**config.mk**
```make
export PLATFORM = sky130hd
export DESIGN_NAME = rx_riffa_axi
export DESIGN_NICKNAME = d
export VERILOG_FILES = /design/src/rtl/rx_riffa_axi.sv
export SDC_FILE = /design/constraint.sdc
export NUM_CORES = 1
export LEC_CHECK = 0
export BUFFER_PORTS_ARGS = -buffer_cell sky130_fd_sc_hd__buf_2
export CAP_MARGIN = 25
export CORE_AREA = 2 2 186 188
export DETAILED_ROUTE_END_ITERATION = 6
export DIE_AREA = 0 0 188 190
export GPL_ROUTABILITY_DRIVEN = 0
export PLACE_DENSITY_LB_ADDON = 0.3
export SLEW_MARGIN = 10
export SYNTH_ARGS = -nofsm -noshare
export SYNTH_HDL_FRONTEND = slang
export SYNTH_SLANG_ARGS = --single-unit
```
**constraint.sdc**
```tcl
create_clock -name CLK -period 13.8 [get_ports CLK]
set_input_delay 2.76 -clock CLK [delete_from_list [all_inputs] [get_ports CLK]]
set_output_delay 2.76 -clock CLK [all_outputs]
set_load 0.005 [all_outputs]
```
**src/rtl/rx_riffa_axi.sv**
```systemverilog
// AXI4-Stream to RIFFA TX converter: one metadata word followed by packet data per transaction.
// Optional `RX_RIFFA_TSTAMP_EN: timestamp from an internal free-running cycle counter.
module rx_riffa_axi #(
    parameter int          C_PCI_DATA_WIDTH = 128,
    parameter logic [15:0] C_PREAM_VALUE    = 16'hCAFE
) (
    input  logic                        CLK,
    input  logic                        RST,
    input  logic [C_PCI_DATA_WIDTH-1:0] tdata,
    input  logic [15:0]                 tkeep,
    input  logic [127:0]                tuser,
    input  logic                        tvalid,
    input  logic                        tlast,
    output logic                        tready,
    output logic                        CHNL_TX,
    input  logic                        CHNL_TX_ACK,
    output logic                        CHNL_TX_LAST,
    output logic [31:0]                 CHNL_TX_LEN,
    output logic [30:0]                 CHNL_TX_OFF,
    output logic [C_PCI_DATA_WIDTH-1:0] CHNL_TX_DATA,
    output logic                        CHNL_TX_DATA_VALID,
    input  logic                        CHNL_TX_DATA_REN,
    output logic                        err_short,
    output logic                        err_long
);

    typedef enum logic [2:0] {StIdle, StReq, StMeta, StData, StPad, StDrop} state_e;

    state_e                      state_q, state_d;
    logic [12:0]                 nwords_q, nwords_d;
    logic [12:0]                 sent_q, sent_d;
    logic [31:0]                 len_q, len_d;
    logic [127:0]                meta_q, meta_d;
    logic                        err_short_q, err_short_d;
    logic                        err_long_q, err_long_d;
    logic [63:0]                 tstamp;
    logic [16:0]                 len_round;
    logic [12:0]                 nwords_calc;
    logic [12:0]                 nwords_inc;
    logic                        last_word;
    logic                        tready_c, tx_c, valid_c;
    logic [C_PCI_DATA_WIDTH-1:0] data_c;

`ifdef RX_RIFFA_TSTAMP_EN
    logic [63:0] tstamp_q;
    logic        unused_bits;

    always_ff @(posedge CLK or posedge RST) begin
        if (RST) begin
            tstamp_q <= '0;
        end else begin
            tstamp_q <= tstamp_q + 64'd1;
        end
    end

    assign tstamp      = tstamp_q;
    assign unused_bits = ^{tkeep, tuser[127:32]};
`else
    logic unused_bits;

    assign tstamp      = tuser[127:64];
    assign unused_bits = ^{tkeep, tuser[63:32]};
`endif

    // Zero-length packets still carry one data word.
    assign len_round   = {1'b0, tuser[15:0]} + 17'd15;
    assign nwords_calc = (tuser[15:0] == 16'd0) ? 13'd1 : len_round[16:4];
    assign nwords_inc  = nwords_calc + 13'd1;
    assign last_word   = (sent_q == nwords_q - 13'd1);

    always_ff @(posedge CLK or posedge RST) begin
        if (RST) begin
            state_q     <= StIdle;
            nwords_q    <= '0;
            sent_q      <= '0;
            len_q       <= '0;
            meta_q      <= '0;
            err_short_q <= 1'b0;
            err_long_q  <= 1'b0;
        end else begin
            state_q     <= state_d;
            nwords_q    <= nwords_d;
            sent_q      <= sent_d;
            len_q       <= len_d;
            meta_q      <= meta_d;
            err_short_q <= err_short_d;
            err_long_q  <= err_long_d;
        end
    end

    always_comb begin
        state_d     = state_q;
        nwords_d    = nwords_q;
        sent_d      = sent_q;
        len_d       = len_q;
        meta_d      = meta_q;
        err_short_d = err_short_q;
        err_long_d  = err_long_q;
        tready_c    = 1'b0;
        tx_c        = 1'b0;
        valid_c     = 1'b0;
        data_c      = '0;

        unique case (state_q)
            StIdle: begin
                // Only tuser is captured here; the beat itself stays on the bus until DATA.
                if (tvalid) begin
                    nwords_d = nwords_calc;
                    len_d    = {17'd0, nwords_inc, 2'b00};
                    meta_d   = {tstamp, C_PREAM_VALUE, tuser[15:0], 8'h00, tuser[31:24],
                                8'h00, tuser[23:16]};
                    state_d  = StReq;
                end
            end
            StReq: begin
                tx_c = 1'b1;
                if (CHNL_TX_ACK) begin
                    state_d = StMeta;
                end
            end
            StMeta: begin
                tx_c    = 1'b1;
                valid_c = 1'b1;
                data_c  = meta_q;
                if (CHNL_TX_DATA_REN) begin
                    sent_d  = '0;
                    state_d = StData;
                end
            end
            StData: begin
                tx_c     = 1'b1;
                valid_c  = tvalid;
                data_c   = tvalid ? tdata : '0;
                tready_c = CHNL_TX_DATA_REN;
                if (tvalid && CHNL_TX_DATA_REN) begin
                    sent_d = sent_q + 13'd1;
                    if (last_word) begin
                        if (tlast) begin
                            state_d = StIdle;
                        end else begin
                            err_long_d = 1'b1;
                            state_d    = StDrop;
                        end
                    end else if (tlast) begin
                        err_short_d = 1'b1;
                        state_d     = StPad;
                    end
                end
            end
            StPad: begin
                tx_c    = 1'b1;
                valid_c = 1'b1;
                if (CHNL_TX_DATA_REN) begin
                    sent_d = sent_q + 13'd1;
                    if (last_word) begin
                        state_d = StIdle;
                    end
                end
            end
            StDrop: begin
                tready_c = 1'b1;
                if (tvalid && tlast) begin
                    state_d = StIdle;
                end
            end
            default: state_d = StIdle;
        endcase
    end

    assign tready             = tready_c;
    assign CHNL_TX            = tx_c;
    assign CHNL_TX_LAST       = 1'b1;
    assign CHNL_TX_LEN        = len_q;
    assign CHNL_TX_OFF        = '0;
    assign CHNL_TX_DATA       = data_c;
    assign CHNL_TX_DATA_VALID = valid_c;
    assign err_short          = err_short_q;
    assign err_long           = err_long_q;

endmodule

```
==> flow_summary.toml, run 1 <==
[global_route]
grt_pass1_wl_mm = 45.2
grt_max_degree = 86
grt_antenna_before_repair = 2
grtUsageTotal_pct = 16.3
overflow = 0
grt_pass1_vias = 7964

[yosys]
ys_ff_latch = 141
synthSimpleGateAreaFrac_pct = 30.0
synth_cell_types = 59
synth-main-ff-cell = "dfrtp_1"
synth-edff-count = 0
synth-async-reset-ratio_pct = 100
synth_seq_area_share_pct = 42.5
synth_top_family_by_area = "simple AND/OR/NAND/NOR gates"
synth_xor_area_share_pct = 4.86
syn_area_um2 = 8300
avgSynthCellArea_um2 = 7.75
synthMuxAreaShare_pct = 0.136
synth-adder-area-share_pct = 0.452
synth_compound_area_share_pct = 13.3
synthCells = 1071
ys_warn_count = 0

[cts]
numCtsBuffers = 17
insertion_delay_ns = 0.42
htree_levels = 4
ctsLongestPathBuffers = 2
ctsResizeCount = 0
cts_hold_buf = 0
cts_sinks = 141
cts_root_buf = "clkbuf_16"
cts_setup_buffers = 0
clkTransAtPathRegs_ns = 0.06
cts_tree = "yes"

[detailed_routing]
dr_total_vias = 8536
drt-initial-drc-count = 428
routed_wl_mm = 30.2
first_pass_iters = 5
avgViaCountPerCell = 4.58
drc_errors = 0
antenna_left = 0
wire_per_inst_um = 16.2

[layout]
nFillCells = 3667
n_antenna_cell = 0
fin_util_pct = 32.3
drive_gt1_share_pct = 31.2
final_nets = 1675
fin_cells = 1862
syn_to_final_growth_pct = 32.1

[die]
die_h_um = 190
fp.dieW_um = 188
core_um2 = 33900
start_util_pct = 24.4
io-pin-count = 475
die_area_um2 = 35700
rows = 68

[status]
status = "finished clean"

[timing]
tightest_slew_ns = 0.902
final-setup-viol-count = 0
setup_tns_ns = 0
min_period_ns = 7.31
max_freq_mhz = 137
finalClockSkew_ns = 0.0141
hold_viol = 0
fin_crit_sh_pct = 53.0
slew_viol_final = 0
timing.hold.ws_ns = 0.455
relSlewSlack_pct = 39.8
rsz0062_at_grt = "no"

[worst_setup_path]
start_kind = "input port"
crit_path_end = "CHNL_TX_DATA[95]"
crit_arrival_ns = 4.55
crit_type = "in -> out"
reg2regPathDepth = 6
timing.rr.start = "state_q[0]$_DFFE_PP0P_"
cp-end-kind = "output pin"
crit_fanout = 61
startpoint = "tvalid"
rrSetupSlack_ns = 10.56
timing.rr.end = "nwords_q[0]$_DFFE_PP0P_"
required_ns = 11.04

[run]
cap_violations = 0

[placed_design]
dp_cells = 1829
dp_hpwl_mm = 22.1
portBuffers = 375

[pwr]
vdd_ir_drop_max_mv = 0.0870
p_leak_nw = 5.90
power_density_nw_per_um2 = 194

[min_path]
holdCritPathClass = "reg -> reg"
min_from = "meta_q[63]$_DFFE_PP0P_"
==> synth_stat cells (2+ instances only) <==
master	count	area share, %
buf_4	51	4.6
nand3b_1	2	0.18
o21ai_1	5	0.30
nor2b_1	2	0.15
nor3_1	9	0.54
nand2_1	385	17
nand3_1	67	4.0
clkbuf_1	66	3.0
ha_1	3	0.45
conb_1	2	0.091
nand2b_1	6	0.45
a22o_1	33	3.5
a21oi_1	65	3.9
xnor2_1	20	2.1
inv_1	4	0.18
and3_1	29	2.2
nor4_1	4	0.30
xor2_1	26	2.7
nand4_1	9	0.68
and2_1	2	0.15
buf_1	9	0.41
or3_1	7	0.53
o21ai_0	25	1.5
a21o_1	12	1.1
nor2_1	32	1.4
or4_1	2	0.18
a22oi_1	12	1.1
a31oi_1	5	0.38
buf_2	6	0.36
o31a_1	2	0.21
dfrtp_1	141	43
==> per-layer routing <==
| layer | share of wire (%) | global-route usage, % |
|---|---|---|
| met5 | 0.043 | 0 |
| met4 | 1.0 | 3.69 |
| met3 | 6.0 | 3.39 |
| met2 | 49 | 27.9 |
| met1 | 44 | 21.1 |
==> worst max-delay path, cell delays in order <==
cell and delay, ns:
buf_2 0.08, buf_4 0.56, and2_1 0.24, and2_2 0.33, buf_12 0.24, a22o_1 0.17
buf_2 0.11
==> worst min-delay path by stage <==
stage / endpoint / depth (start not counted)
2_1_floorplan: meta_q[63]$_DFFE_PP0P_ / 1
3_3_place_gp: meta_q[63]$_DFFE_PP0P_ / 1
3_5_place_dp: meta_q[63]$_DFFE_PP0P_ / 1
4_1_cts: meta_q[63]$_DFFE_PP0P_ / 1
5_1_grt: meta_q[63]$_DFFE_PP0P_ / 1
6_report: meta_q[63]$_DFFE_PP0P_ / 1
==> registers in the layout, indices dropped and copies added (netlist names) <==
name / flops
state_q: 3
nwords_q: 13
err_long: 1
err_short: 1
meta_q: 97
sent_q: 13
CHNL_TX_LEN: 13
==> through the flow <==
step / total power, mW / setup WS (ns) / cell area, um^2
after floorplan: 1.28 / 7.26 / 8480
after global placement: 1.65 / 6.25 / 10300
after detailed placement: 1.67 / 6.22 / 10300
after CTS: 2.15 / 6.21 / 10900
after global routing: 2.30 / 6.32 / 11000
final: 2.13 / 6.49 / 11000
==> report_power, final <==
group | internal (mW) | total, mW | switching, mW
logic | 0.387 | 0.921 | 0.535
registers | 0.585 | 0.735 | 0.150
clock network | 0.275 | 0.474 | 0.199
total | 1.25 | 2.13 | 0.884
==> cell families after synthesis <==
logic type | count (synthesis)
AND/OR/NAND/NOR | 570
other | 2
AO/OA/AOI/OAI | 171
multiplexers | 1
buffers and inverters | 137
XOR/XNOR | 46
adder cells (fa/ha/maj) | 3
flip-flops | 141
==> final cells by class <==
type / instances / area (um^2) / share of cell area [%]
Multi-Input combinational cell: 842 / 4260 / 38.9
Clock buffer: 18 / 439 / 4.01
Timing Repair Buffer: 387 / 1980 / 18.1
Clock inverter: 14 / 160 / 1.46
Sequential cell: 141 / 3530 / 32.2
Tap cell: 455 / 569 / 5.19
Inverter: 5 / 23.8 / 0.217
==> cells in the final DEF (no fill, tap or decap), types with 2 or more instances in the layout <==
cell,synthesis,routed
a21o_1,12,12
a21oi_1,65,65
a22o_1,33,33
a22oi_1,12,12
a31oi_1,5,5
and2_1,2,2
and3_1,29,29
buf_2,6,375
buf_4,51,11
bufinv_16,0,2
clkbuf_16,0,17
clkinv_4,0,4
clkinvlp_4,0,3
conb_1,2,51
dfrtp_1,141,140
ha_1,3,3
inv_1,4,3
inv_6,0,4
nand2_1,385,385
nand2b_1,6,5
nand3_1,67,67
nand3b_1,2,2
nand4_1,9,9
nor2_1,32,31
nor2_2,1,2
nor3_1,9,9
nor4_1,4,4
nor4b_2,1,2
o21ai_0,25,25
o21ai_1,5,5
o31a_1,2,2
or3_1,7,7
or4_1,2,2
xnor2_1,20,20
xor2_1,26,26
Power figures use the tool's default switching activity.
==> run 2, diff against run 1 <==
==> constraint.sdc (replaced) <==
create_clock -name CLK -period 7.35 [get_ports CLK]
set_input_delay 1.47 -clock CLK [delete_from_list [all_inputs] [get_ports CLK]]
set_output_delay 1.47 -clock CLK [all_outputs]
set_load 0.005 [all_outputs]
==> flow_summary.toml, run 2 (synthesis gave the netlist of run 1 again) <==
[min_path]
holdCritPathClass = "reg -> reg"

[placed_design]
dp_hpwl_mm = 22.1
dp_cells = 1830
portBuffers = 375

[timing]
rsz0062_at_grt = "no"
setup_tns_ns = 0
relSlewSlack_pct = 36.0
hold_viol = 0
fin_crit_sh_pct = 67.2
min_period_ns = 4.94
tightest_slew_ns = 0.959
final-setup-viol-count = 0
max_freq_mhz = 202
slew_viol_final = 0
finalClockSkew_ns = 0.0134

[worst_setup_path]
start_kind = "input port"
crit_fanout = 61
crit_arrival_ns = 3.47
required_ns = 5.88
crit_type = "in -> out"
cp-end-kind = "output pin"

[detailed_routing]
routed_wl_mm = 30.4
first_pass_iters = 5
avgViaCountPerCell = 4.65
dr_total_vias = 8670
drt-initial-drc-count = 614
wire_per_inst_um = 16.3
antenna_left = 0
drc_errors = 0

[global_route]
grt_pass1_wl_mm = 46.2
overflow = 0
grt_max_degree = 75
grt_antenna_before_repair = 2
grt_pass1_vias = 8149
grtUsageTotal_pct = 16.6

[layout]
layout_commonest_cell = "nand2_1"
largest_reg_flops = 97
nFillCells = 3674
layout_common_cells = "385 x nand2_1, 375 x buf_2, 140 x dfrtp_1"
syn_to_final_growth_pct = 32.3
fin_util_pct = 32.3
fin_cells = 1864
drive_gt1_share_pct = 31.2
final_nets = 1675
largest-register = "meta_q"

[cts]
clkTransAtPathRegs_ns = 0.07
numCtsBuffers = 17
ctsLongestPathBuffers = 2
htree_levels = 4
cts_hold_buf = 0
cts_sinks = 141
insertion_delay_ns = 0.43
ctsResizeCount = 0
cts_setup_buffers = 0
cts_tree = "yes"
cts_root_buf = "clkbuf_16"

[die]
die_h_um = 190
fp.dieW_um = 188
io-pin-count = 475
die_area_um2 = 35700
start_util_pct = 24.4
rows = 68
core_um2 = 33900

[pwr]
vdd_ir_drop_max_mv = 0.164
power_density_nw_per_um2 = 368
p_leak_nw = 5.91

[status]
status = "finished clean"

[run]
cap_violations = 0
## run 2: cell types whose count changed in the layout (fill, tap and decap cells not counted), sizes merged
cell,previous run,this run
bufinv,2,3
diode,0,2
inv,9,10
clkinvlp,3,1
## run 2: routing by layer
| metal | GRT usage, % | up-vias | share of wire (%) |
|---|---|---|---|
| li1 | - | 4113 | - |
| met1 | 21.3 | 4123 | 43 |
| met2 | 28.3 | 389 | 49 |
| met3 | 3.36 | 43 | 6.9 |
| met4 | 4.78 | 2 | 1.6 |
| met5 | 0 | - | 0.043 |
## run 2: critical path, stage by stage
cell and delay (ns):
buf_2 0.08, buf_4 0.51, and2_1 0.23, and2_2 0.74
a22o_1 0.24, buf_2 0.12
## run 2: report_power, final
group / total, mW / switching (mW) / internal [mW]
Sequential: 1.34 / 0.241 / 1.10
Clock: 0.937 / 0.387 / 0.551
Combinational: 1.77 / 1.04 / 0.722
## run 2: per-stage QoR
| step | cell area (um^2) | hold WS [ns] | worst slack, ns | power [mW] |
|---|---|---|---|---|
| 2_1_floorplan | 8480 | 0.430 | 2.10 | 2.40 |
| 3_3_place_gp | 10300 | 0.442 | 2.46 | 3.10 |
| 3_5_place_dp | 10300 | 0.460 | 2.42 | 3.13 |
| 4_1_cts | 11000 | 0.475 | 2.43 | 4.10 |
| 5_1_grt | 11000 | 0.495 | 2.29 | 4.37 |
| 6_report | 11000 | 0.472 | 2.41 | 4.04 |
## run 2: final timing paths
check                                      startpoint                    endpoint  slack [ns]  cells past startpoint
min                        CHNL_TX_LEN[5]$_DFFE_PP0P_  CHNL_TX_LEN[5]$_DFFE_PP0P_        0.47                      2
min in group asynchronous                         RST  CHNL_TX_LEN[7]$_DFFE_PP0P_        1.16                      2
min reg2reg                CHNL_TX_LEN[5]$_DFFE_PP0P_  CHNL_TX_LEN[5]$_DFFE_PP0P_        0.47                      2
max reg2reg                    state_q[1]$_DFFE_PP0P_      sent_q[11]$_DFFE_PP0P_        4.71                      7
max                                            tvalid            CHNL_TX_DATA[95]        2.41                      6
max in group asynchronous                         RST     meta_q[104]$_DFFE_PP0P_        4.78                      3
## run 2: final cells by class
cell class	instances	area (um^2)	share of cell area [%]
antenna	2	5.00	0.0456
clock buffer	18	439	4.00
tap	455	569	5.19
timing repair buffer	387	1970	17.9
sequential	141	3530	32.2
inverter	5	23.8	0.217
multi-input combinational	842	4260	38.8
clock inverter	14	181	1.65
